`src/rtl/ibex_cheri_ex_ctrl.sv`:
```
// Execute-stage sequencer: valid/ready input, registered result stage, mult/div start/kill,
// CHERI exception priority encoding and a saturating stall counter.
module ibex_cheri_ex_ctrl #(
  parameter int unsigned XLEN  = 32,
  parameter int unsigned CAP_W = 93,
  parameter int unsigned EXC_W = 22,
  parameter int unsigned TAG_W = 5,
  parameter int unsigned CNT_W = 16
) (
  input  logic                     clk_i,
  input  logic                     rst_i,
  input  logic                     in_valid_i,
  output logic                     in_ready_o,
  input  logic [1:0]               in_sel_i,
  input  logic [TAG_W-1:0]         in_tag_i,
  input  logic [XLEN-1:0]          alu_result_i,
  input  logic [CAP_W-1:0]         cheri_result_i,
  input  logic                     cheri_wrote_cap_i,
  input  logic [EXC_W-1:0]         cheri_exc_a_i,
  input  logic [EXC_W-1:0]         cheri_exc_b_i,
  output logic                     md_start_o,
  output logic                     md_kill_o,
  input  logic                     md_valid_i,
  input  logic [XLEN-1:0]          md_result_i,
  input  logic                     flush_i,
  output logic                     out_valid_o,
  input  logic                     out_ready_i,
  output logic [CAP_W-1:0]         out_wdata_o,
  output logic                     out_is_cap_o,
  output logic                     out_exc_o,
  output logic                     out_exc_src_o,
  output logic [$clog2(EXC_W)-1:0] out_exc_cause_o,
  output logic [TAG_W-1:0]         out_tag_o,
  output logic                     busy_o,
  output logic [CNT_W-1:0]         stall_cnt_o
);
  localparam int unsigned CAUSE_W = $clog2(EXC_W);

  typedef enum logic {IDLE, MD_WAIT} state_e;

  state_e             state_q, state_d;
  logic               out_valid_q, out_valid_d;
  logic [CAP_W-1:0]   wdata_q, wdata_d;
  logic               is_cap_q, is_cap_d;
  logic               exc_q, exc_d;
  logic               exc_src_q, exc_src_d;
  logic [CAUSE_W-1:0] exc_cause_q, exc_cause_d;
  logic [TAG_W-1:0]   tag_q, tag_d;
  logic [TAG_W-1:0]   md_tag_q, md_tag_d;
  logic [CNT_W-1:0]   stall_q, stall_d;

  logic               accept;
  logic               exc_any;
  logic               exc_src;
  logic [EXC_W-1:0]   exc_vec;
  logic [CAUSE_W-1:0] exc_cause;

  assign in_ready_o = (state_q == IDLE) && !flush_i && (!out_valid_q || out_ready_i);
  assign accept     = in_valid_i && in_ready_o;

  // Operand A wins; the lowest set bit of the winning vector is the cause.
  always_comb begin
    exc_any   = (|cheri_exc_a_i) || (|cheri_exc_b_i);
    exc_src   = !(|cheri_exc_a_i) && (|cheri_exc_b_i);
    exc_vec   = (|cheri_exc_a_i) ? cheri_exc_a_i : cheri_exc_b_i;
    exc_cause = '0;
    for (int i = int'(EXC_W) - 1; i >= 0; i--) begin
      if (exc_vec[i]) exc_cause = CAUSE_W'(i);
    end
  end

  always_comb begin
    state_d     = state_q;
    out_valid_d = out_valid_q;
    wdata_d     = wdata_q;
    is_cap_d    = is_cap_q;
    exc_d       = exc_q;
    exc_src_d   = exc_src_q;
    exc_cause_d = exc_cause_q;
    tag_d       = tag_q;
    md_tag_d    = md_tag_q;
    stall_d     = stall_q;
    md_start_o  = 1'b0;
    md_kill_o   = 1'b0;

    if (((out_valid_q && !out_ready_i) || (state_q == MD_WAIT)) && (stall_q != '1)) begin
      stall_d = stall_q + CNT_W'(1);
    end

    if (flush_i) begin
      out_valid_d = 1'b0;
      state_d     = IDLE;
      md_kill_o   = (state_q == MD_WAIT);
    end else begin
      if (out_ready_i) out_valid_d = 1'b0;
      if (state_q == MD_WAIT) begin
        if (md_valid_i) begin
          out_valid_d = 1'b1;
          wdata_d     = CAP_W'(md_result_i);
          is_cap_d    = 1'b0;
          exc_d       = 1'b0;
          exc_src_d   = 1'b0;
          exc_cause_d = '0;
          tag_d       = md_tag_q;
          state_d     = IDLE;
        end
      end else if (accept) begin
        tag_d       = in_tag_i;
        is_cap_d    = 1'b0;
        exc_d       = 1'b0;
        exc_src_d   = 1'b0;
        exc_cause_d = '0;
        unique case (in_sel_i)
          2'd0: begin
            out_valid_d = 1'b1;
            wdata_d     = CAP_W'(alu_result_i);
          end
          2'd1: begin
            out_valid_d = 1'b1;
            wdata_d     = cheri_result_i;
            is_cap_d    = cheri_wrote_cap_i;
            exc_d       = exc_any;
            exc_src_d   = exc_src;
            exc_cause_d = exc_cause;
          end
          2'd2: begin
            md_start_o = 1'b1;
            md_tag_d   = in_tag_i;
            state_d    = MD_WAIT;
          end
          default: begin
            out_valid_d = 1'b1;
            wdata_d     = '0;
          end
        endcase
      end
    end

    // The mult/div unit shares rst_i, so no pulses go out while resetting.
    if (rst_i) begin
      md_start_o = 1'b0;
      md_kill_o  = 1'b0;
    end
  end

  always_ff @(posedge clk_i) begin
    if (rst_i) begin
      state_q     <= IDLE;
      out_valid_q <= 1'b0;
      wdata_q     <= '0;
      is_cap_q    <= 1'b0;
      exc_q       <= 1'b0;
      exc_src_q   <= 1'b0;
      exc_cause_q <= '0;
      tag_q       <= '0;
      md_tag_q    <= '0;
      stall_q     <= '0;
    end else begin
      state_q     <= state_d;
      out_valid_q <= out_valid_d;
      wdata_q     <= wdata_d;
      is_cap_q    <= is_cap_d;
      exc_q       <= exc_d;
      exc_src_q   <= exc_src_d;
      exc_cause_q <= exc_cause_d;
      tag_q       <= tag_d;
      md_tag_q    <= md_tag_d;
      stall_q     <= stall_d;
    end
  end

  assign out_valid_o     = out_valid_q;
  assign out_wdata_o     = wdata_q;
  assign out_is_cap_o    = is_cap_q;
  assign out_exc_o       = exc_q;
  assign out_exc_src_o   = exc_src_q;
  assign out_exc_cause_o = exc_cause_q;
  assign out_tag_o       = tag_q;
  assign busy_o          = (state_q != IDLE) || out_valid_q;
  assign stall_cnt_o     = stall_q;

endmodule

```
`config.mk`:
```
export PLATFORM = sky130hd
export DESIGN_NAME = ibex_cheri_ex_ctrl
export DESIGN_NICKNAME = d
export VERILOG_FILES = /design/src/rtl/ibex_cheri_ex_ctrl.sv
export SDC_FILE = /design/constraint.sdc
export NUM_CORES = 1
export LEC_CHECK = 0
export ABC_AREA = 1
export BUFFER_PORTS_ARGS = -buffer_cell sky130_fd_sc_hd__buf_2
export CAP_MARGIN = 5
export CORE_AREA = 3 3 131 133
export CTS_CLUSTER_DIAMETER = 50
export DETAILED_ROUTE_END_ITERATION = 10
export DIE_AREA = 0 0 134 136
export PLACE_DENSITY = 0.74
export SLEW_MARGIN = 5
export SYNTH_ARGS = -nofsm -noshare
export SYNTH_HDL_FRONTEND = slang
export SYNTH_SLANG_ARGS = --single-unit
```
`constraint.sdc`:
```
create_clock -name clk_i -period 3.9 [get_ports clk_i]
set_input_delay 0.39 -clock clk_i [delete_from_list [all_inputs] [get_ports clk_i]]
set_output_delay 0.39 -clock clk_i [all_outputs]
set_load 0.005 [all_outputs]
```
; Word level (Yosys, flattened, before mapping)
; Index checks and enable logic that the tools add are counted.
; W data, S select, Z words.
[classes]
addsub = 1
n_eq_ne = 5
mux = 58
n_bitwise = 2
reduce_logical = 22
[op_table]
columns = operator, n
row1 = $mux W93, 3
row2 = $pmux W93 S3, 1
row3 = $mux W5, 29
row4 = $reduce_or A22 Y1, 2
row5 = $mux W1, 24
row6 = $mux W22, 1
row7 = $add A16 B1 Y16 const B, 1
row8 = $ne A16 B16 Y1 const B, 1
row9 = $reduce_and A4 Y1, 2
row10 = $logic_and A1 B1 Y1, 6
row11 = $logic_not A1 Y1, 4
row12 = $logic_or A1 B1 Y1, 4
row13 = $ne A2 B2 Y1 const B, 2
row14 = $reduce_and A3 Y1, 1
row15 = $eq A2 B1 Y1 const B, 1
row16 = $eq A2 B2 Y1 const B, 1
row17 = $logic_not A2 Y1, 1
row18 = $not A1 Y1, 2
row19 = $reduce_bool A2 Y1, 1
row20 = $reduce_or A2 Y1, 1
[totals]
regBits = 129
inputBits = 215
word_cells = 98

; Logic depth before layout (Yosys ltp)
[depth]
depth_word = 27
ltp_mapped = 28
depth_no_buf = 28

; Worst setup path before layout
; Ideal clock, no wire load.
[synth_path]
path_kind = register -> register
startpoint = register stall_q[0] (netlist: stall_cnt_o[0])
endpoint = register stall_q[15] (netlist: stall_cnt_o[15])
setup_time_ns = 0.117
arrival_time_ns = 2.078
required_ns = 3.783
setup_slack_ns = 1.705
stages_incl_launch_ff = 18
n_path_buf = 0
period_less_slack_ns = 2.195
cell_sequence = dfxtp_1 ha_1 inv_1 nor4_1 inv_1 nor3_2 a21oi_4 inv_2 nor3_1 nand2_1 nor2_1 nand2_1 nor2_1 inv_2 nor2_1 nand3_1 o21ai_1 a21oi_1
[synth_between]
elab_chain_len = 2
[synth_lines]
columns = item, line
row1 = from (decl), 50  ; logic [CNT_W-1:0] stall_q, stall_d;
row2 = from (signal assigned), 168  ; stall_q <= stall_d;
row3 = "parallel branches: the longest is 2 deep, another holds $add A16 B1 Y16", n/a
; Parallel ways; which one is timed is not known.
; A chain may end at the register's enable or synchronous reset.

; Final worst setup path
[layout_path]
startpoint = register state_q
endpoint = register wdata_q[62] (netlist: out_wdata_o[62])
[layout_between]
elab_chain_len = 6
[layout_lines]
columns = item, line
row1 = from (decl), 41  ; state_e state_q, state_d;
row2 = from (signal assigned), 159  ; state_q <= state_d;
row3 = $not A1 Y1 (no line), n/a
row4 = $logic_and A1 B1 Y1 (2 in a row), 58  ; assign in_ready_o = (state_q == IDLE) && !flush_i && (!out_valid_q || out_ready_i);
row5 = $logic_and A1 B1 Y1, 59  ; assign accept = in_valid_i && in_ready_o;
row6 = $reduce_bool A2 Y1 (no line), n/a
row7 = $reduce_and A4 Y1 (no line), n/a
row8 = to (signal assigned), 161  ; wdata_q <= wdata_d;
row9 = to (decl), 43  ; logic [CAP_W-1:0] wdata_q, wdata_d;
; Parallel ways exist; a longest one is shown, timed or not.

==> run metrics <==
distinct cell type count after synthesis 43; post-synthesis adder-cell area fraction 0.205%; critical path launch point type flip-flop; CP Capture Type flip-flop; CP bufs+invs 2; worst hold slack 0.210 ns; clock buffer count from CTS 17; vias in the first global route 6503; Post-synth EDFFs 0; initial antenna violation count 0; Final period util 80.0%; slew margin rel. 41.2%; Initial Util 38.3%; CTS tree yes; Final nets 1373; routed vias/inst 5.12; Max-Cap Viols 0; clock-pin slew on the worst setup and hold paths 0.05 ns; upper clock frequency limit 0.320 GHz; Syn Std Cell Area 6110 um^2; CORE AREA 15900 um^2; largest cells by area after synthesis dfxtp_1 (42%), nand2_1 (14%), a21oi_1 (10%); CP peak stage delay 0.77 ns; critical-path cell with the highest stage delay dfxtp_1; share of layout cells above drive strength 1 37.6%; post-synthesis mux area share 0%; syn nets 1065; cell depth of the worst setup path 7; Hold Vio Cnt, Final 0; crit-path max FO 83; worst path required time 4.24 ns; main combinational cell family by area after synthesis simple AND/OR/NAND/NOR gates; RSZ-0062 raised after global routing no; DP HPWL 16600 um; DRC 0; H-tree lvl count 4; Setup Viol. Count Final 0; Worst Path Arrival 3.46 ns; GR Layer Usage met3 6.14%; Setup Skew 0.0121 ns; Placer Congestion 0.922; Die Y 136 um; gr busiest metal met2; post-synth top area share 42.3%; met1 Use GR 29.0%; latest clock arrival within the worst-skew pair 0.42 ns; worst r2r path cells 7; Synthesis Warnings 0; simple-gate share of the synthesized area 30.6%; dominant synthesized flop cell dfxtp_1; setup TNS 0 ns; most common cell in the netlist nand2_1; worst hold stages 3; CP top delay family simple AND/OR/NAND/NOR gates; Worst-Margin Slew 0.883 ns; largest net degree at the start of global routing 84; critical-path cell list inv_1 > nor2_1 > nor3_4 > nand2_4 > buf_4 > nand2_1 > a21oi_1; Hold Crit Class in2reg; num rows 46; port bufs 341; Inserted Diodes 0; worst vdd ir 0.293 mV; worst setup path class reg2reg; Fill cells 1571; XOR/XNOR share of the synthesized area 0%; synthesized instance count 849; Sink Count 129; first-pass GRT wire length 33300 um; Ports 342; via total after detailed routing 7086; total grt overflow 0; compound-gate portion of the synthesized area 19.8%; post-CTS setup buffers 0; Seq/Total Area, Yosys 42.3%; DRT Wirelength 22200 um; number of gates resized after CTS 0; Detail Route Antenna Nets 0; Total GRT Usage 22.9%; root buf cell clkbuf_16; CTS Hold Bufs 0; Synth area leader dfxtp_1; status completed; Layout Cells excl Fill 1384; drt initial violations 501; Area growth syn-to-layout 40.3%; power density over cell area 400 nW/um^2; Seq cells post-synth 129; Slew Limit Fails 0; Period minus WS final 3.12 ns; GRT met2 Usage 37.1%; Avg Cell Area, Syn 7.20 um^2; ys async rst share 0%; leak pwr 3.80 nW; Placed Instances 1353; top cells by count, synth nand2_1 (222), dfxtp_1 (129), a21oi_1 (124); Die Wd 134 um; average wire per standard cell 16.1 um; die area 18200 um^2; Detailed Routing Iterations Pass 1 5; clock buffer depth 2
[flip-flops by register name, summed over array words and instances, names as in the netlist, 5 cells and up]
name,cells
md_tag_q,5
out_wdata_o,93
out_exc_cause_o,5
stall_cnt_o,16
out_tag_o,5
[metrics by stage]
stage	total power (W)	util, %	worst slack (ns)	area [um^2]
after CTS	0.00345	53.7	0.782	8560
after floorplan	0.00153	-	1.71	6110
after global routing	0.00355	53.8	0.460	8570
after detailed placement	0.00172	49.7	0.794	7920
after global placement	0.00172	49.7	0.782	7920
final	0.00343	53.8	0.778	8570
[cell usage in the layout (no fill, tap or decap), types with 2 or more instances in the layout]
master / n
a211oi_1: 12
nor3b_1: 2
nand2_4: 3
nand4_1: 57
o21a_1: 2
nor3_2: 2
nor3_4: 2
bufinv_16: 5
clkinv_2: 2
a31o_2: 26
nor2_4: 3
nand3_1: 47
o21ai_0: 23
nor4_1: 6
buf_2: 340
clkbuf_8: 2
nor2_2: 6
buf_4: 10
nor3_1: 7
a31oi_1: 7
inv_2: 7
nor2_1: 43
nand2_2: 2
clkinvlp_4: 2
a21oi_2: 2
clkbuf_16: 17
inv_1: 41
dfxtp_1: 129
nand2_1: 221
a21oi_1: 124
[power by group]
| group | switching [W] | internal [W] |
|---|---|---|
| logic | 0.000195 | 0.000142 |
| clock network | 0.000580 | 0.00116 |
| registers | 0.0000129 | 0.00134 |
| total | 0.000788 | 0.00264 |
[worst reg2reg max path, cell delays in order, from the launching register on]
cell and delay [ns]:
dfxtp_1 0.77, inv_1 0.51, nor2_1 0.35, nor3_4 0.09, nand2_4 0.64, buf_4 0.43
nand2_1 0.09, a21oi_1 0.18
[final timing paths]
kind / startpoint / endpoint / slack (ns)
setup reg to reg: state_q$_SDFF_PP0_ / out_wdata_o[62]$_SDFFE_PP0P_ / 0.78
setup / recovery: state_q$_SDFF_PP0_ / out_wdata_o[62]$_SDFFE_PP0P_ / 0.78
hold reg to reg: out_wdata_o[46]$_SDFFE_PP0P_ / out_wdata_o[46]$_SDFFE_PP0P_ / 0.46
hold / removal: in_tag_i[4] / md_tag_q[4]$_SDFFE_PP0P_ / 0.21
[cell families after synthesis]
group | count (synthesis)
AO/OA/AOI/OAI | 203
adder cells (fa/ha/maj) | 1
buffers and inverters | 110
flip-flops | 129
AND/OR/NAND/NOR | 406
[layer usage]
layer / up-vias / part of all wire [%]
li1: 3532 / -
met1: 3249 / 42
met2: 258 / 48
met3: 47 / 6.9
met4: 0 / 3.1
met5: - / 0
[area by class of cell]
class                           instances  area (um^2)  share of cell area [%]
Tap cell                              216          270                    3.15
Sequential cell                       129         2580                    30.1
Inverter                               48          180                    2.10
Clock inverter                         10          184                    2.15
Multi-Input combinational cell        610         3110                    36.2
Timing Repair Buffer                  351         1790                    20.9
Clock buffer                           20          457                    5.33
No activity file was read; power rests on OpenSTA's default activity.
